## src/rtl/bno085_report_parser_pkg.sv

```systemverilog
// Shared types and constants for the BNO085 SHTP report parser.
//   - parse_state_e : parser FSM states
//   - rpt_kind_e    : report currently being walked (timestamp, rotation, gyro)
//   - SHTP header size, report IDs and report lengths (all including the ID byte)
//   - rpt_last_idx(): byte offset of the final byte of a report
package bno085_report_parser_pkg;

    localparam logic [7:0]  DefSensorChannel = 8'd3;
    localparam logic [7:0]  DefRotReportId   = 8'h08;
    localparam logic [7:0]  DefGyroReportId  = 8'h02;
    localparam logic [7:0]  TsBaseId         = 8'hFB;
    localparam logic [7:0]  TsDeltaId        = 8'hFA;

    localparam int unsigned ShtpHdrBytes     = 4;
    localparam int unsigned RotReportLen     = 12;
    localparam int unsigned GyroReportLen    = 10;
    localparam int unsigned TsReportLen      = 5;

    typedef enum logic [2:0] {
        StIdle,
        StHdr,
        StRptId,
        StRptBody,
        StDiscard
    } parse_state_e;

    typedef enum logic [1:0] {
        RptTs,
        RptRot,
        RptGyro
    } rpt_kind_e;

    function automatic logic [3:0] rpt_last_idx(rpt_kind_e kind);
        case (kind)
            RptRot:  return 4'(RotReportLen - 1);
            RptGyro: return 4'(GyroReportLen - 1);
            default: return 4'(TsReportLen - 1);
        endcase
    endfunction

endpackage

```

## src/rtl/bno085_report_parser_if.sv

```systemverilog
// Byte-stream in / decoded reports out for the BNO085 report parser.
//   master : byte source side (drives rx_*, observes results)
//   slave  : parser side (consumes rx_*, drives quat_*, gyro_*, parse_err)
//   rx_frame_start/rx_frame_end : CS assert/release pulses
//   rx_valid/rx_byte            : one received byte per asserted cycle
//   quat_valid + quat_w/x/y/z   : rotation vector (Q14), one-cycle valid pulse
//   gyro_valid + gyro_x/y/z     : calibrated gyro (Q9), one-cycle valid pulse
//   parse_err                   : one-cycle pulse when a packet/report is dropped
interface bno085_report_parser_if;

    logic               rx_frame_start;
    logic               rx_frame_end;
    logic               rx_valid;
    logic [7:0]         rx_byte;

    logic               quat_valid;
    logic signed [15:0] quat_w;
    logic signed [15:0] quat_x;
    logic signed [15:0] quat_y;
    logic signed [15:0] quat_z;
    logic               gyro_valid;
    logic signed [15:0] gyro_x;
    logic signed [15:0] gyro_y;
    logic signed [15:0] gyro_z;
    logic               parse_err;

    modport master (
        output rx_frame_start, rx_frame_end, rx_valid, rx_byte,
        input  quat_valid, quat_w, quat_x, quat_y, quat_z,
        input  gyro_valid, gyro_x, gyro_y, gyro_z, parse_err
    );

    modport slave (
        input  rx_frame_start, rx_frame_end, rx_valid, rx_byte,
        output quat_valid, quat_w, quat_x, quat_y, quat_z,
        output gyro_valid, gyro_x, gyro_y, gyro_z, parse_err
    );

endinterface

```

## src/rtl/bno085_report_parser_shtp_header_decoder.sv

```systemverilog
// Captures the 4-byte SHTP header (lenL, lenH, channel, seq) and tracks how many
// payload bytes remain in the packet.
//   clk, rst    : clock, synchronous active-high reset
//   start       : frame start; resets the header walk (a coincident valid byte is lenL)
//   byte_valid  : rx_valid, only consulted together with start
//   hdr_valid   : a header byte is being accepted this cycle
//   rx_byte     : received byte
//   pay_dec     : a payload byte is being accepted this cycle
//   length      : 15-bit packet length including header (continuation bit dropped)
//   channel     : SHTP channel number
//   remaining   : payload bytes still expected (0 when length < 4)
//   hdr_last    : next accepted header byte is the final one (seq)
module bno085_report_parser_shtp_header_decoder
    import bno085_report_parser_pkg::*;
(
    input  logic        clk,
    input  logic        rst,
    input  logic        start,
    input  logic        byte_valid,
    input  logic        hdr_valid,
    input  logic [7:0]  rx_byte,
    input  logic        pay_dec,
    output logic [14:0] length,
    output logic [7:0]  channel,
    output logic [14:0] remaining,
    output logic        hdr_last
);

    logic [1:0]  idx_q;
    logic [7:0]  len_l_q;
    logic [6:0]  len_h_q;
    logic [7:0]  chan_q;
    logic [14:0] rem_q;

    assign length    = {len_h_q, len_l_q};
    assign channel   = chan_q;
    assign remaining = rem_q;
    assign hdr_last  = (idx_q == 2'd3);

    always_ff @(posedge clk) begin
        if (rst) begin
            idx_q   <= '0;
            len_l_q <= '0;
            len_h_q <= '0;
            chan_q  <= '0;
            rem_q   <= '0;
        end else if (start) begin
            rem_q <= '0;
            if (byte_valid) begin
                len_l_q <= rx_byte;
                idx_q   <= 2'd1;
            end else begin
                idx_q   <= 2'd0;
            end
        end else if (hdr_valid) begin
            case (idx_q)
                2'd0:    len_l_q <= rx_byte;
                2'd1:    len_h_q <= rx_byte[6:0];
                2'd2:    chan_q  <= rx_byte;
                // Sequence byte carries nothing we use; length is complete by now.
                default: rem_q   <= (length >= 15'(ShtpHdrBytes)) ?
                                    length - 15'(ShtpHdrBytes) : '0;
            endcase
            idx_q <= idx_q + 2'd1;
        end else if (pay_dec && rem_q != '0) begin
            rem_q <= rem_q - 15'd1;
        end
    end

endmodule

```

## src/rtl/bno085_report_parser.sv

```systemverilog
// SHTP byte-stream parser for the BNO085. Walks channel-SensorChannel packets report by
// report, assembles game-rotation-vector and calibrated-gyro reports into shadow
// registers and commits them to the outputs with a one-cycle valid pulse.
//   clk, rst : clock, synchronous active-high reset
//   bus      : slave side of bno085_report_parser_if (byte stream in, reports out)
module bno085_report_parser
    import bno085_report_parser_pkg::*;
#(
    parameter logic [7:0] SensorChannel = DefSensorChannel,
    parameter logic [7:0] RotReportId   = DefRotReportId,
    parameter logic [7:0] GyroReportId  = DefGyroReportId
) (
    input  logic                    clk,
    input  logic                    rst,
    bno085_report_parser_if.slave   bus
);

    parse_state_e state_q, state_d;
    rpt_kind_e    kind_q, kind_d;
    logic [3:0]   idx_q, idx_d;        // byte offset within current report (ID = 0)
    logic [15:0]  sh_q [4];            // shadow words for report offsets 4..11
    logic [1:0]   sh_sel;

    logic         hdr_valid;
    logic         pay_byte;
    logic         sh_we;
    logic         id_known;
    logic         err_d;
    logic         commit_rot;
    logic         commit_gyro;

    logic [14:0]  length;
    logic [7:0]   channel;
    logic [14:0]  remaining;
    logic         hdr_last;
    logic         pay_last;

    logic         quat_valid_q, gyro_valid_q, parse_err_q;
    logic [15:0]  quat_w_q, quat_x_q, quat_y_q, quat_z_q;
    logic [15:0]  gyro_x_q, gyro_y_q, gyro_z_q;

    bno085_report_parser_shtp_header_decoder u_hdr (
        .clk        (clk),
        .rst        (rst),
        .start      (bus.rx_frame_start),
        .byte_valid (bus.rx_valid),
        .hdr_valid  (hdr_valid),
        .rx_byte    (bus.rx_byte),
        .pay_dec    (pay_byte),
        .length     (length),
        .channel    (channel),
        .remaining  (remaining),
        .hdr_last   (hdr_last)
    );

    assign pay_last = (remaining == 15'd1);
    // Offsets 4/5 -> word 0 ... 10/11 -> word 3; the 2-bit subtract wraps as needed.
    assign sh_sel   = idx_q[2:1] - 2'd2;

    always_comb begin
        state_d     = state_q;
        kind_d      = kind_q;
        idx_d       = idx_q;
        hdr_valid   = 1'b0;
        pay_byte    = 1'b0;
        sh_we       = 1'b0;
        id_known    = 1'b1;
        err_d       = 1'b0;
        commit_rot  = 1'b0;
        commit_gyro = 1'b0;

        if (bus.rx_frame_start) begin
            state_d = StHdr;
        end else begin
            case (state_q)
                StHdr: begin
                    if (bus.rx_valid) begin
                        hdr_valid = 1'b1;
                        if (hdr_last) begin
                            if (length < 15'(ShtpHdrBytes)) begin
                                err_d   = 1'b1;
                                state_d = StDiscard;
                            end else if (length == 15'(ShtpHdrBytes)) begin
                                state_d = StIdle;
                            end else if (channel != SensorChannel) begin
                                state_d = StDiscard;
                            end else begin
                                state_d = StRptId;
                            end
                        end
                    end
                end
                StRptId: begin
                    if (bus.rx_valid) begin
                        pay_byte = 1'b1;
                        idx_d    = 4'd1;
                        if (bus.rx_byte == TsBaseId || bus.rx_byte == TsDeltaId) begin
                            kind_d = RptTs;
                        end else if (bus.rx_byte == RotReportId) begin
                            kind_d = RptRot;
                        end else if (bus.rx_byte == GyroReportId) begin
                            kind_d = RptGyro;
                        end else begin
                            id_known = 1'b0;
                        end
                        // Unknown IDs leave the report length unknown, so the rest is dropped.
                        if (!id_known) begin
                            err_d   = 1'b1;
                            state_d = pay_last ? StIdle : StDiscard;
                        end else if (pay_last) begin
                            err_d   = 1'b1;
                            state_d = StIdle;
                        end else begin
                            state_d = StRptBody;
                        end
                    end
                end
                StRptBody: begin
                    if (bus.rx_valid) begin
                        pay_byte = 1'b1;
                        sh_we    = (kind_q != RptTs);
                        idx_d    = idx_q + 4'd1;
                        if (idx_q == rpt_last_idx(kind_q)) begin
                            commit_rot  = (kind_q == RptRot);
                            commit_gyro = (kind_q == RptGyro);
                            state_d     = pay_last ? StIdle : StRptId;
                        end else if (pay_last) begin
                            err_d   = 1'b1;
                            state_d = StIdle;
                        end
                    end
                end
                StDiscard: begin
                    // remaining is 0 after a bad length: only frame end gets us out.
                    if (bus.rx_valid && remaining != '0) begin
                        pay_byte = 1'b1;
                        if (pay_last) begin
                            state_d = StIdle;
                        end
                    end
                end
                default: ;
            endcase

            // Coincident byte has already been processed above; a report still open is
            // a truncation.
            if (bus.rx_frame_end) begin
                if (state_d == StRptBody) begin
                    err_d = 1'b1;
                end
                state_d = StIdle;
            end
        end
    end

    always_ff @(posedge clk) begin
        if (rst) begin
            state_q      <= StIdle;
            kind_q       <= RptTs;
            idx_q        <= '0;
            for (int i = 0; i < 4; i++) begin
                sh_q[i] <= '0;
            end
            quat_valid_q <= 1'b0;
            gyro_valid_q <= 1'b0;
            parse_err_q  <= 1'b0;
            quat_w_q     <= '0;
            quat_x_q     <= '0;
            quat_y_q     <= '0;
            quat_z_q     <= '0;
            gyro_x_q     <= '0;
            gyro_y_q     <= '0;
            gyro_z_q     <= '0;
        end else begin
            state_q      <= state_d;
            kind_q       <= kind_d;
            idx_q        <= idx_d;
            quat_valid_q <= commit_rot;
            gyro_valid_q <= commit_gyro;
            parse_err_q  <= err_d;

            if (sh_we && idx_q >= 4'd4) begin
                if (idx_q[0]) begin
                    sh_q[sh_sel][15:8] <= bus.rx_byte;
                end else begin
                    sh_q[sh_sel][7:0]  <= bus.rx_byte;
                end
            end

            // The final report byte is still on rx_byte, so it bypasses the shadow.
            if (commit_rot) begin
                quat_x_q <= sh_q[0];
                quat_y_q <= sh_q[1];
                quat_z_q <= sh_q[2];
                quat_w_q <= {bus.rx_byte, sh_q[3][7:0]};
            end
            if (commit_gyro) begin
                gyro_x_q <= sh_q[0];
                gyro_y_q <= sh_q[1];
                gyro_z_q <= {bus.rx_byte, sh_q[2][7:0]};
            end
        end
    end

    assign bus.quat_valid = quat_valid_q;
    assign bus.quat_w     = quat_w_q;
    assign bus.quat_x     = quat_x_q;
    assign bus.quat_y     = quat_y_q;
    assign bus.quat_z     = quat_z_q;
    assign bus.gyro_valid = gyro_valid_q;
    assign bus.gyro_x     = gyro_x_q;
    assign bus.gyro_y     = gyro_y_q;
    assign bus.gyro_z     = gyro_z_q;
    assign bus.parse_err  = parse_err_q;

endmodule

```

## src/flat_wrapper.sv

```systemverilog
// flat-port wrapper written by rule: the top's interface ports become plain ports
module bno085_report_parser_flat import bno085_report_parser_pkg::*;
#(
    parameter logic [7:0] SensorChannel = DefSensorChannel,
    parameter logic [7:0] RotReportId   = DefRotReportId,
    parameter logic [7:0] GyroReportId  = DefGyroReportId
)
  (clk, rst, bus_rx_frame_start, bus_rx_frame_end, bus_rx_valid, bus_rx_byte, bus_quat_valid, bus_quat_w, bus_quat_x, bus_quat_y, bus_quat_z, bus_gyro_valid, bus_gyro_x, bus_gyro_y, bus_gyro_z, bus_parse_err);
  bno085_report_parser_if bus_i ();
  input  logic clk;
  input  logic rst;
  input wire logic [$bits(bus_i.rx_frame_start)-1:0] bus_rx_frame_start;
  input wire logic [$bits(bus_i.rx_frame_end)-1:0] bus_rx_frame_end;
  input wire logic [$bits(bus_i.rx_valid)-1:0] bus_rx_valid;
  input wire logic [$bits(bus_i.rx_byte)-1:0] bus_rx_byte;
  output wire logic [$bits(bus_i.quat_valid)-1:0] bus_quat_valid;
  output wire logic [$bits(bus_i.quat_w)-1:0] bus_quat_w;
  output wire logic [$bits(bus_i.quat_x)-1:0] bus_quat_x;
  output wire logic [$bits(bus_i.quat_y)-1:0] bus_quat_y;
  output wire logic [$bits(bus_i.quat_z)-1:0] bus_quat_z;
  output wire logic [$bits(bus_i.gyro_valid)-1:0] bus_gyro_valid;
  output wire logic [$bits(bus_i.gyro_x)-1:0] bus_gyro_x;
  output wire logic [$bits(bus_i.gyro_y)-1:0] bus_gyro_y;
  output wire logic [$bits(bus_i.gyro_z)-1:0] bus_gyro_z;
  output wire logic [$bits(bus_i.parse_err)-1:0] bus_parse_err;
  assign bus_i.rx_frame_start = bus_rx_frame_start;
  assign bus_i.rx_frame_end = bus_rx_frame_end;
  assign bus_i.rx_valid = bus_rx_valid;
  assign bus_i.rx_byte = bus_rx_byte;
  assign bus_quat_valid = bus_i.quat_valid;
  assign bus_quat_w = bus_i.quat_w;
  assign bus_quat_x = bus_i.quat_x;
  assign bus_quat_y = bus_i.quat_y;
  assign bus_quat_z = bus_i.quat_z;
  assign bus_gyro_valid = bus_i.gyro_valid;
  assign bus_gyro_x = bus_i.gyro_x;
  assign bus_gyro_y = bus_i.gyro_y;
  assign bus_gyro_z = bus_i.gyro_z;
  assign bus_parse_err = bus_i.parse_err;
  bno085_report_parser #(.SensorChannel(SensorChannel), .RotReportId(RotReportId), .GyroReportId(GyroReportId)) u_core (.clk(clk), .rst(rst), .bus(bus_i));
endmodule
```

## config.mk

```make
export PLATFORM = sky130hd
export DESIGN_NAME = bno085_report_parser_flat
export DESIGN_NICKNAME = d
export VERILOG_FILES = /design/src/rtl/bno085_report_parser_pkg.sv /design/src/rtl/bno085_report_parser_if.sv /design/src/rtl/bno085_report_parser_shtp_header_decoder.sv /design/src/rtl/bno085_report_parser.sv /design/src/flat_wrapper.sv
export SDC_FILE = /design/constraint.sdc
export NUM_CORES = 1
export LEC_CHECK = 0
export CAP_MARGIN = 10
export CORE_ASPECT_RATIO = 1.75
export CORE_MARGIN = 2
export CORE_UTILIZATION = 45
export CTS_CLUSTER_SIZE = 20
export DETAILED_ROUTE_END_ITERATION = 10
export PLACE_DENSITY_LB_ADDON = 0.05
export RECOVER_POWER = 25
export SETUP_SLACK_MARGIN = 0.15
export SYNTH_ARGS = -nofsm -noshare
export SYNTH_HDL_FRONTEND = slang
export SYNTH_SLANG_ARGS = --single-unit
```

## constraint.sdc

```tcl
create_clock -name clk -period 6.45 [get_ports clk]
set_input_delay 0.9675 -clock clk [delete_from_list [all_inputs] [get_ports clk]]
set_output_delay 0.9675 -clock clk [all_outputs]
set_load 0.01 [all_outputs]
```

# Yosys cells after proc, flatten, opt, wreduce, memory -nomap -nowiden
# Memory sizes are Yosys's and may differ from the RTL's. A register that Yosys moved wholly into a read port is not among the register bits.
# Cells that the tools add are included.
# word_totals
output_inout_bits,115
ff_bits,164
mem_bits_rw,64
mem_count,1
in_bits,13
# mem_list
memory,depth,width,rd,rd_clocked_by_memory_dff,wr,line_no,text
u_core.sh_q,4,16,4,1,4,bno085_report_parser.sv:21,logic [15:0] sh_q [4];
# classes
bitwise_logic,1
n_eq_ne,22
n_lt_le_gt_ge,3
mux,86
addsub,5
reduce_logical,23
# ops
cell,count
$mux W15,4
$mux W1,45
$mux W3,13
$mux W8,4
$mux W4,5
$mux W2,9
$eq A8 B8 Y1 const B,2
$mux W16,1
$pmux W4 S2,2
$reduce_or A16 Y1,1
$eq A15 B1 Y1 const B,1
$eq A15 B3 Y1 const B,1
$ge A15 B3 Y1 const B,1
$lt A15 B3 Y1 const B,1
$reduce_bool A15 Y1,1
$sub A15 B1 Y15 const B,1
$sub A15 B3 Y15 const B,1
$pmux W3 S4,1
$reduce_bool A2 Y1,5
$eq A3 B2 Y1 const B,3
$reduce_and A3 Y1,3
$eq A8 B2 Y1 const B,1
$eq A8 B4 Y1 const B,1
$ne A8 B2 Y1 const B,1
22 further kinds,32

# Logic depth before layout (Yosys ltp)
# Gate-level depths: netlist (run 1).
# logic_depth
ltp_word,14
mapped_depth,9

# Modules after synthesis
# Synthesis (run 1) repeated with hierarchy kept, for this count alone.
# hier_totals
cells_unflattened,1030
area_unflattened_um2,9113.7
# by_module_without_submodules
module,area_per_inst_um2,n_inst,cells_each
bno085_report_parser,6880.3,1,753
bno085_report_parser_shtp_header_decoder,2233.4,1,277

# Worst setup path before layout (run 1)
# Ideal clock, no wire load.
# synth_path
kind,input to register
from,input port bus_rx_valid
to,memory u_core.sh_q[1][10] (enable)
arrival_ps,2944
slack_ps,3171
path_stages,7
required_time_ps,6116
setup_ps,334
path_cell_list,clkbuf_1 > nand2_1 > or3b_2 > nor4_1 > clkbuf_1 > nand4_1 > nand2b_1
# synth_rtl
item,line_no,text
from (decl),flat_wrapper.sv:14,input wire logic [$bits(bus_i.rx_valid)-1:0] bus_rx_valid;
to (decl),bno085_report_parser.sv:21,

# Worst setup path after layout (run 1)
# layout_path
from,input port bus_rx_valid
to,"register u_core.quat_w_q[12], in the netlist u_core.bus.quat_w[12]"
# layout_via
elab_chain_cells,3
# layout_rtl
item,line_no,text
$mux W1,bno085_report_parser.sv:119,if (bus.rx_valid) begin
$mux W1,bno085_report_parser.sv:75,case (state_q)
$mux W1,bno085_report_parser.sv:72,if (bus.rx_frame_start) begin
to (signal assigned),bno085_report_parser.sv:195,"quat_w_q <= {bus.rx_byte, sh_q[3][7:0]};"
to (decl),bno085_report_parser.sv:39,"logic [15:0] quat_w_q, quat_x_q, quat_y_q, quat_z_q;"
# No other way between the ends.
# A chain may end at the register's enable or synchronous reset.

==> run metrics, run 1 <==
grt ovf=0; Clock Tree Buf Depth=3; fin. max-slew vios=0; RSZ-0062 raised after global routing=no; Comb pwr share=3.9%; GRT Total Usage=22.4%; number of global-route vias before repair=7280; register area share after synthesis=55.3%; crit end category=register; Worst Tran Pin Value=1.21 ns; CP cell instances=dlygate4sd3_1 > nor2b_1 > nand3b_1 > nor2_1 > nand3_2 > buf_4 > nand2_1 > a21oi_1; top_reg_cell synth=dfxtp_1; Power Internal=2.11 mW; critical path's slowest cell=nand3_2; final net count=1149; leak pwr=4.07 nW; Arr. time, crit path=4.23 ns; Detailed Place HPWL=16900 um; core area=19700 um2; VDD IR max=0.212 mV; Final Core Density=55.9%; post-route clock skew=0.0137 ns; WP data required=6.78 ns; Die H=191 um; CP startpoint=bus_rx_valid; Avg WL per Cell=17.6 um; worst flop-to-flop path startpoint=u_core.kind_q[1]$_SDFFE_PP0P_; First-pass DRT Iterations=5; flops & latches, synth=220; share of post-route cells with drive strength above 1=4.93%; die width=111 um; synthesized-area fraction occupied by adder cells=1.95%; Post-Route Setup TNS=0 ns; design area=11000 um2; hold crit path type=reg -> reg; Ys Warns=0; cell area after placement=10400 um2; Sw Ratio=22.2%; switching power=604 uW; R2R Setup Slk=2.92 ns; status=finished, final reports clean; cell area after synthesis=8980 um2; simple-gate share of the synthesized area=22.5%; worst setup path end=u_core.bus.quat_w[12]$_SDFFE_PP0P_; Post-CTS Resized=0; DR DRC count=0; EDFF count, synth=56; clk slew on worst S/H paths=0.06 ns; Via Count=7556; Area contributors post-synth=dfxtp_1 37%, edfxtp_1 19%, nand2_1 11%; Slew headroom=18.5%; Clock Sink Count=220; initial antenna violation count=0; htree depth=1; Cell variety after synth=54; Crit Path Class=in -> reg; fill count=1825; I/O Pins=128; synthesized area per cell=8.66 um2; CTS tree=built; pin count of the biggest net entering global routing=103; post-synthesis xor/xnor area fraction=1.07%; cts hold-fix bufs=0; cell count after synthesis=1036; Flop pwr share=53.5%; Layout area overhead=22.4%; Initial Util=45.7%; final wirelength=24300 um; # rows=68; die footprint=21100 um2; Final Hold Vio Count=0; Final min period=3.90 ns; complex-gate fraction of the synthesized area=14.1%; Worst-Skew Late Latency=0.50 ns; Clk network pwr share=42.6%; Vias per Instance=5.48; CTS Root Cell=clkbuf_16; Tcrit/Tclk final=60.5%; global-route wire length before repair=38200 um; remaining antenna violation count=0; CTS buffer count=21; Iteration-0 DRC Markers=486; setup bufs post-CTS=0; Crit path largest cell delay=0.87 ns; number of max-cap violations=0; PortBufs=127; GP Congestion=0.925; antenna fix cells=0; Pwr Density=247 nW/um2; largest family of logic cells by synthesized area=simple AND/OR/NAND/NOR gates; setup violators final=0; ys async rst share=0%; multiplexer share of the synthesized area=1.00%; post-synth top area share=36.6%; startpoint types=input pin; cell taking the most area after synthesis=dfxtp_1; Crit Reg-Reg Endpoint=u_core.bus.quat_w[12]$_SDFFE_PP0P_; crit-path max FO=43; Mapped Nets=1063; R2R depth=8; FMAX=256 MHz
[worst min-delay path by stage]
stage | start | endpoint | depth (start not counted)
final | u_core.bus.gyro_z[9]$_SDFFE_PP0P_ | u_core.bus.gyro_z[9]$_SDFFE_PP0P_ | 2
after global routing | u_core.bus.quat_x[15]$_SDFFE_PP0P_ | u_core.bus.quat_x[15]$_SDFFE_PP0P_ | 2
after CTS | u_core.bus.gyro_y[0]$_SDFFE_PP0P_ | u_core.bus.gyro_y[0]$_SDFFE_PP0P_ | 2
after detailed placement | u_core.bus.gyro_y[0]$_SDFFE_PP0P_ | u_core.bus.gyro_y[0]$_SDFFE_PP0P_ | 2
after global placement | u_core.bus.quat_x[5]$_SDFFE_PP0P_ | u_core.bus.quat_x[5]$_SDFFE_PP0P_ | 2
after floorplan | u_core.u_hdr.channel[0]$_SDFFE_PP0P_ | u_core.u_hdr.channel[0]$_SDFFE_PP0P_ | 2
[cell families after synthesis]
logic type,count (synthesis)
and+or+nand+nor,466
muxes,9
DFF,220
AOI/OAI and AO/OA,222
xor gates and xnor gates,11
adders and majority gates,14
buffers and inverters,94
[worst max-delay path: cells and delay by family]
kind | cells | cell delay (ns)
and+or+nand+nor | 5 | 1.92
buffers and inverters | 2 | 1.25
AOI/OAI and AO/OA | 1 | 0.06
[layer usage]
layer	up-vias	part of all wire (%)	wire length, um	track usage (%)
met5	-	0	0	0
met4	0	5.2	1250	11.6
met3	71	4.2	1010	2.83
met2	211	53	12900	42.8
met1	3586	38	9110	23.9
li1	3688	-	-	-
[through the flow]
stage	power (mW)	hold WS, ns	setup slack, ns	std cells
floorplan	1.55	0.431	3.17	1036
global placement	1.59	0.442	2.24	1344
detailed placement	1.59	0.446	2.10	1344
CTS	2.74	0.455	2.61	1380
global route	2.80	0.466	2.27	1380
finish	2.71	0.450	2.55	1380
[placed cells by master, fill, tap and decap left out, types with 6 or more instances in the layout]
| cell | netlist | routed |
|---|---|---|
| nor2_1 | 94 | 94 |
| buf_4 | 0 | 9 |
| dlygate4sd3_1 | 0 | 95 |
| dfxtp_1 | 164 | 164 |
| nor4_1 | 9 | 8 |
| inv_1 | 22 | 22 |
| nand2b_1 | 9 | 9 |
| xor2_1 | 6 | 6 |
| or4_1 | 6 | 6 |
| nor3_1 | 11 | 11 |
| mux2i_1 | 9 | 9 |
| clkdlybuf4s50_1 | 0 | 31 |
| o21ai_0 | 29 | 29 |
| ha_1 | 14 | 14 |
| nand3_1 | 25 | 23 |
| edfxtp_1 | 56 | 56 |
| a21oi_1 | 148 | 148 |
| nand2_1 | 272 | 272 |
| clkbuf_16 | 0 | 22 |
| clkbuf_1 | 60 | 6 |
[power by group through the flow]
stage	Sequential (mW)	Combinational [mW]	Clock, mW
3_5_place_dp	1.48	0.106	0
3_3_place_gp	1.48	0.106	0
2_1_floorplan	1.47	0.0742	0
6_report	1.45	0.106	1.16
5_1_grt	1.46	0.115	1.23
4_1_cts	1.45	0.106	1.18
[registers in the layout (all words and copies together) (netlist names), 15 cells and up]
| name | count |
|---|---|
| u_core.bus.quat_y | 16 |
| u_core.bus.gyro_z | 16 |
| u_core.u_hdr.remaining | 15 |
| u_core.bus.quat_x | 16 |
| u_core.bus.gyro_x | 16 |
| u_core.bus.quat_w | 16 |
| u_core.bus.quat_z | 16 |
| u_core.sh_q | 56 |
| u_core.bus.gyro_y | 16 |
[area by class of cell]
type                       count  area, um2  share of cell area (%)
clock buffer                  30        594                    5.41
clock inverter                 6       36.3                   0.330
inverter                      22       82.6                   0.752
multi-input combinational    722       3670                    33.4
sequential                   220       4960                    45.2
tap                          245        307                    2.79
timing repair buffer         135       1330                    12.1
[cell usage after synthesis, types with 11 or more instances]
cell type  instances
a21oi_1          148
buf_2             11
clkbuf_1          60
dfxtp_1          164
edfxtp_1          56
ha_1              14
inv_1             22
nand2_1          272
nand3_1           25
nor2_1            94
nor3_1            11
o21ai_0           29
(Power assumes the default switching activity.)
==> run 2: changes to the inputs <==
==> constraint.sdc (replaced) <==
create_clock -name clk -period 3.2 [get_ports clk]
set_input_delay 0.48 -clock clk [delete_from_list [all_inputs] [get_ports clk]]
set_output_delay 0.48 -clock clk [all_outputs]
set_load 0.01 [all_outputs]
==> run 2 against run 1 <==
  * Critical path depth increased by 1
  * Critical endpoint is now u_core.bus.gyro_y[13]$_SDFFE_PP0P_
  * Register-to-register slack worse by 2.4 ns
  * Largest cell class unchanged
  * Sequential power rose by 100%
  * Sequential share of layout area shrank 1.3 points
  * Routed wire length is 0.44% lower
  * Highest routed layer unchanged
==> run metrics, run 2 (synthesis results as in run 1) <==
most frequent cells in the layout=272 x nand2_1, 164 x dfxtp_1, 148 x a21oi_1; startpoint types=register; Clock Sink Count=220 (unchanged); Worst-Skew Late Latency=0.49 ns (about the same); switching power=1.19 mW (+97%); post-route clock skew=0.0112 ns (-0.00247 ns); R2R Setup Slk=0.50 ns (-2.42 ns); Post-Route Setup TNS=0 ns (unchanged); Detailed Place HPWL=17200 um (+1.6%); Vias per Instance=5.34 (-2.4%); Comb pwr share=4.0% (about the same); grt ovf=0 (unchanged); Placed Cells incl. Taps=1374 (+2.2%); Worst Tran Pin Value=1.02 ns (-0.196 ns); setup bufs post-CTS=0 (unchanged); CTS Root Cell=clkbuf_16; final cell count without fillers=1411 (+2.2%); Crit Path Class=reg -> reg; CTS buffer count=21 (unchanged); area of the multi-input gates=3660 um2 (-0.20%); Arr. time, crit path=3.11 ns (-1.12 ns); CP dominant cell by count=a21oi_1; leak pwr=4.26 nW (+4.6%); Clock Tree Buf Depth=3 (unchanged); antenna fix cells=0 (unchanged); VDD IR max=0.426 mV (+100%); WHS Path Cells=2 (unchanged); Final Core Density=57.6% (+1.7 points); Post-CTS Resized=0 (unchanged); pin count of the biggest net entering global routing=76 (-26%); DR DRC count=0 (unchanged); setup violators final=0 (unchanged); die footprint=21100 um2 (unchanged); critical path's slowest cell=or4b_2; Final Hold Vio Count=0 (unchanged); GP Congestion=0.900 (-2.7%); FMAX=371 MHz; First-pass DRT Iterations=5 (unchanged); Final min period=2.70 ns; htree depth=1 (unchanged); Crit path largest cell delay=0.60 ns (-0.27 ns); Iteration-0 DRC Markers=443 (-8.8%); Via Count=7538 (-0.24%); Pwr Density=504 nW/um2 (+100%); Crit Reg-Reg Endpoint=u_core.bus.gyro_y[13]$_SDFFE_PP0P_; share of post-route cells with drive strength above 1=7.03% (+2.1 points); number of global-route vias before repair=7281 (+0.014%); fill count=1815 (-0.55%); Power Internal=4.52 mW (+110%); fin. max-slew vios=0 (unchanged); Hold Path End=u_core.state_q[0]$_SDFF_PP0_; core area=19700 um2 (unchanged); CTS tree=built; Bufs and invs on worst path=3 (+1); Sequential Area=4960 um2 (unchanged); hold crit path type=in -> reg; worst flop-to-flop path startpoint=u_core.kind_q[0]$_SDFFE_PP0P_; number of max-cap violations=0 (unchanged); crit end category=register; I/O Pins=128 (unchanged); Avg WL per Cell=17.1 um (-2.6%); initial antenna violation count=0 (unchanged); most common cell after layout, fill and taps aside=nand2_1; Tcrit/Tclk final=84.3%; GRT Total Usage=22.4% (+0.023 points); PortBufs=127 (unchanged); clk slew on worst S/H paths=0.06 ns (about the same); Clk network pwr share=44.8% (+2.2 points); final net count=1179 (+2.6%); hold_sp=rst; final wirelength=24100 um (-0.44%); remaining antenna violation count=0 (unchanged); Sw Ratio=20.8% (-1.5 points); R2R depth=9 (+1); crit-path max FO=43 (unchanged); Flop pwr share=51.2% (-2.3 points); global-route wire length before repair=38400 um (+0.67%); cts hold-fix bufs=0 (unchanged); Initial Util=45.7% (unchanged); status=finished, final reports clean; Largest Register=u_core.sh_q; CP cell instances=inv_1 > ha_1 > or4b_2 > a21oi_1 > buf_4 > and3_2 > buf_12 > nand2_1 > a21oi_1; max reg flops=56 (unchanged); Slew headroom=32.2% (+14 points); Layout area overhead=26.1%; WP data required=3.61 ns (-3.17 ns); die width=111 um (unchanged); Die H=191 um (unchanged); RSZ-0062 raised after global routing=no; CP top delay family=simple AND/OR/NAND/NOR gates; # rows=68 (unchanged)
## run 2: cell types whose count changed in the layout (fill, tap and decap cells not counted), sizes merged
cell	delta
buf	+28
bufinv	+3
clkdlybuf4s50	+1
clkinvlp	-1
clkinv	-3
clkbuf	+4
dlygate4sd3	-1
## run 2: metrics by stage
| step | total power [mW] | setup WS (ns) | instance area [um2] | hold WS [ns] |
|---|---|---|---|---|
| 3_3_place_gp | 3.22 | 0.224 | 10600 | 0.443 |
| 3_5_place_dp | 3.22 | 0.236 | 10600 | 0.448 |
| 6_report | 5.71 | 0.503 | 11300 | 0.404 |
| 5_1_grt | 5.90 | 0.342 | 11300 | 0.422 |
| 4_1_cts | 5.77 | 0.500 | 11300 | 0.390 |
| 2_1_floorplan | 3.12 | 0.409 | 8980 | 0.431 |
## run 2: worst register-to-register path, delay by kind of cell, from the launching register on
| kind | cells | cell delay (ns) |
|---|---|---|
| compound gates | 2 | 0.49 |
| buf+inv | 3 | 0.51 |
| simple gates | 3 | 0.94 |
| flops | 1 | 0.38 |
| fa+ha+maj | 1 | 0.31 |
## run 2: power groups by stage
stage,Sequential [mW],Clock (mW),Combinational (mW)
after detailed placement,2.99,0,0.229
after global placement,2.99,0,0.229
after CTS,2.93,2.61,0.230
after global routing,2.93,2.72,0.250
after floorplan,2.97,0,0.150
final,2.93,2.56,0.228
## run 2: layout make-up
cell class | instances | share of cell area (%)
Sequential cell | 220 | 43.9
Tap cell | 245 | 2.71
Multi-Input combinational cell | 722 | 32.3
Clock inverter | 5 | 0.873
Inverter | 22 | 0.729
Clock buffer | 32 | 5.38
Timing Repair Buffer | 165 | 14.1
## run 2: worst max-delay path by stage
| stage | from | endpoint | slack [ns] | depth (start not counted) |
|---|---|---|---|---|
| global route | u_core.kind_q[0]$_SDFFE_PP0P_ | u_core.bus.gyro_x[10]$_SDFFE_PP0P_ | 0.34 | 9 |
| finish | u_core.kind_q[0]$_SDFFE_PP0P_ | u_core.bus.gyro_y[13]$_SDFFE_PP0P_ | 0.50 | 9 |
| detailed placement | bus_rx_valid | u_core.sh_q[0][12]$_SDFFCE_PN0P_ | 0.24 | 8 |
| floorplan | bus_rx_valid | u_core.sh_q[1][10]$_SDFFCE_PN0P_ | 0.41 | 7 |
| global placement | bus_rx_valid | u_core.sh_q[2][8]$_SDFFCE_PN0P_ | 0.22 | 8 |
| CTS | u_core.kind_q[0]$_SDFFE_PP0P_ | u_core.bus.gyro_y[13]$_SDFFE_PP0P_ | 0.50 | 9 |
## run 2: metal layers
| metal | GRT usage (%) | vias to the layer above | share of wire, % |
|---|---|---|---|
| met5 | 0 | - | 0 |
| met4 | 8.22 | 0 | 3.3 |
| met3 | 2.42 | 52 | 3.5 |
| met2 | 44.2 | 182 | 55 |
| met1 | 24.4 | 3557 | 38 |
| li1 | - | 3747 | - |
==> run 3: changes to the inputs <==
==> constraint.sdc (replaced) <==
create_clock -name clk -period 2.25 [get_ports clk]
set_input_delay 0.3375 -clock clk [delete_from_list [all_inputs] [get_ports clk]]
set_output_delay 0.3375 -clock clk [all_outputs]
set_load 0.01 [all_outputs]
==> run 3 against run 2 <==
  * Sequential power grew 42%
  * Largest cell class unchanged
  * Final cell count grew 8.5%
  * Clock power grew 38%
  * Via count grew 10%
  * Power grew 42%
  * The flow now finishes with violations (negative setup slack)
  * Maximum frequency grew 19%
  * Worst hold slack gained 0.025 ns
  * First-iteration DRC count shrank 8.6%
==> run metrics, run 3 (synthesis results as in run 1) <==
critical path's slowest cell=or4b_4; CP cell instances=or4_4 > or4b_4 > nor2_8 > a31oi_1 > a2111oi_4 > a41o_1; final net count=1299 (+10%); # rows=68 (unchanged); setup ws final=-0.0241 ns (-0.527 ns); total power=8.13 mW (+42%); Worst-Skew Late Latency=0.50 ns (about the same); Clock Tree Buf Depth=3 (unchanged); GP Congestion=0.922 (+2.5%); Avg WL per Cell=19.1 um (+12%); fin. max-slew vios=0 (unchanged); First-pass DRT Iterations=5 (unchanged); crit end category=register; number of global-route vias before repair=8252 (+13%); Worst Tran Pin Value=0.653 ns (-0.364 ns); global-route wire length before repair=44000 um (+14%); pin count of the biggest net entering global routing=115 (+51%); Vias per Instance=5.44 (+1.8%); Die H=191 um (unchanged); FMAX=440 MHz (+19%); initial antenna violation count=0 (unchanged); final wirelength=29200 um (+21%); most frequent cells in the layout=185 x nand2_1, 152 x dfxtp_1, 100 x buf_4; setup violators final=15 (+15); PortBufs=127 (unchanged); Arr. time, crit path=2.72 ns (-0.39 ns); cell area after placement=11300 um2 (+6.8%); WP data required=2.69 ns (-0.92 ns); grt ovf=0 (unchanged); share of post-route cells with drive strength above 1=32.2% (+25 points); max reg flops=56 (unchanged); VDD IR max=0.689 mV (+62%); htree depth=1 (unchanged); failing checks=negative setup slack; CTS Root Cell=clkbuf_16; antenna fix cells=0 (unchanged); Iteration-0 DRC Markers=405 (-8.6%); Via Count=8323 (+10%); RSZ-0062 raised after global routing=yes; Detailed Place HPWL=18700 um (+8.6%); most common cell after layout, fill and taps aside=nand2_1; Pwr Density=589 nW/um2 (+17%); status=finished, violations left; DR DRC count=0 (unchanged); fill count=1507 (-17%); CTS buffer count=21 (unchanged); CTS tree=built; I/O Pins=128 (unchanged); hold crit path type=in -> reg; die width=111 um (unchanged); die footprint=21100 um2 (unchanged); number of max-cap violations=0 (unchanged); leak pwr=5.20 nW (+22%); Layout area overhead=53.7%; CP top delay family=simple AND/OR/NAND/NOR gates; GRT Total Usage=26.1% (+3.7 points); Clock Sink Count=220 (unchanged); crit-path max FO=5 (-88%); Final min period=2.27 ns (-0.423 ns); Initial Util=45.7% (unchanged); clk slew on worst S/H paths=0.06 ns (about the same); Final Hold Vio Count=0 (unchanged); Bufs and invs on worst path=0 (-3); Crit path largest cell delay=0.57 ns (-0.03 ns); core area=19700 um2 (unchanged); Crit Path Class=reg -> reg; Tcrit/Tclk final=101% (+17 points); remaining antenna violation count=0 (unchanged); Slew headroom=56.4% (+24 points); startpoint types=register; post-route clock skew=0.00750 ns (-0.00373 ns); Largest Register=u_core.sh_q; design area=13800 um2 (+22%)
## run 3: cell types whose count changed in the layout (fill, tap and decap cells not counted), sizes merged, moves of 2 or more
cell	previous run	this run
inv	22	24
buf	37	153
clkbuf	34	32
clkdlybuf4s50	32	61
clkinv	2	6
dlygate4sd3	94	65
## run 3: worst register-to-register path: stages, from the launching register on
cell       delay [ns]
dfxtp_2          0.32
or4_4            0.55
or4b_4           0.57
nor2_8           0.17
a31oi_1          0.17
a2111oi_4        0.24
a41o_1           0.21
## run 3: layout make-up
| class | count | area, um2 | area share (%) |
|---|---|---|---|
| clock buffers | 26 | 566 | 4.10 |
| flip-flops and latches | 220 | 4980 | 36.1 |
| repair buffers | 285 | 3000 | 21.7 |
| multi-input cells | 722 | 4750 | 34.4 |
| clock inverters | 11 | 111 | 0.807 |
| inverters | 22 | 82.6 | 0.598 |
| well taps | 245 | 307 | 2.22 |
## run 3: final timing paths
| kind | start | end | slack (ns) | depth (start not counted) |
|---|---|---|---|---|
| max | u_core.u_hdr.remaining[2]$_SDFFE_PP0P_ | u_core.bus.parse_err$_SDFF_PP0_ | -0.02 | 6 |
| min | rst | u_core.idx_q[3]$_SDFFE_PP0P_ | 0.43 | 3 |
| min reg2reg | u_core.bus.gyro_x[13]$_SDFFE_PP0P_ | u_core.bus.gyro_x[13]$_SDFFE_PP0P_ | 0.45 | 2 |
| max reg2reg | u_core.u_hdr.remaining[2]$_SDFFE_PP0P_ | u_core.bus.parse_err$_SDFF_PP0_ | -0.02 | 6 |
## run 3: through the flow
step / hold WS (ns) / cells / TNS [ns] / utilization [%] / setup slack (ns)
2_1_floorplan: 0.417 / 1036 / -0.0539 / - / -0.0275
3_3_place_gp: 0.442 / 1447 / -34.93 / 57.7 / -0.352
3_5_place_dp: 0.443 / 1447 / -39.13 / 57.7 / -0.339
4_1_cts: 0.452 / 1516 / -0.00794 / 67.6 / -0.00794
5_1_grt: 0.469 / 1531 / -3.72 / 70.2 / -0.0833
6_report: 0.429 / 1531 / -0.131 / 70.2 / -0.0241
## run 3: timing repair
| item | in CTS | in global routing |
|---|---|---|
| pin swaps | 125 | 40 |
| gates resized for setup | 243 | 93 |
| endpoints found under the setup margin | 204 | 221 |
| setup buffers | 26 | 8 |
| cloned | 7 | 7 |
| hold endpoints to repair | 0 | 0 |
| hold buffers | 0 | 0 |
## run 3: where the power goes
group          leakage (nW)  internal (mW)  switching, mW
sequential             1.86           4.11         0.0580
clock                 0.330           2.03           1.50
combinational          3.01          0.170          0.264
## run 3: layer usage
layer | track usage (%) | vias to the layer above | wire length, um
met2 | 51.3 | 197 | 16400
met4 | 11.2 | 0 | 1410
met1 | 27.8 | 4037 | 10500
met3 | 2.83 | 81 | 919
met5 | 0 | - | 0
li1 | - | 4008 | -
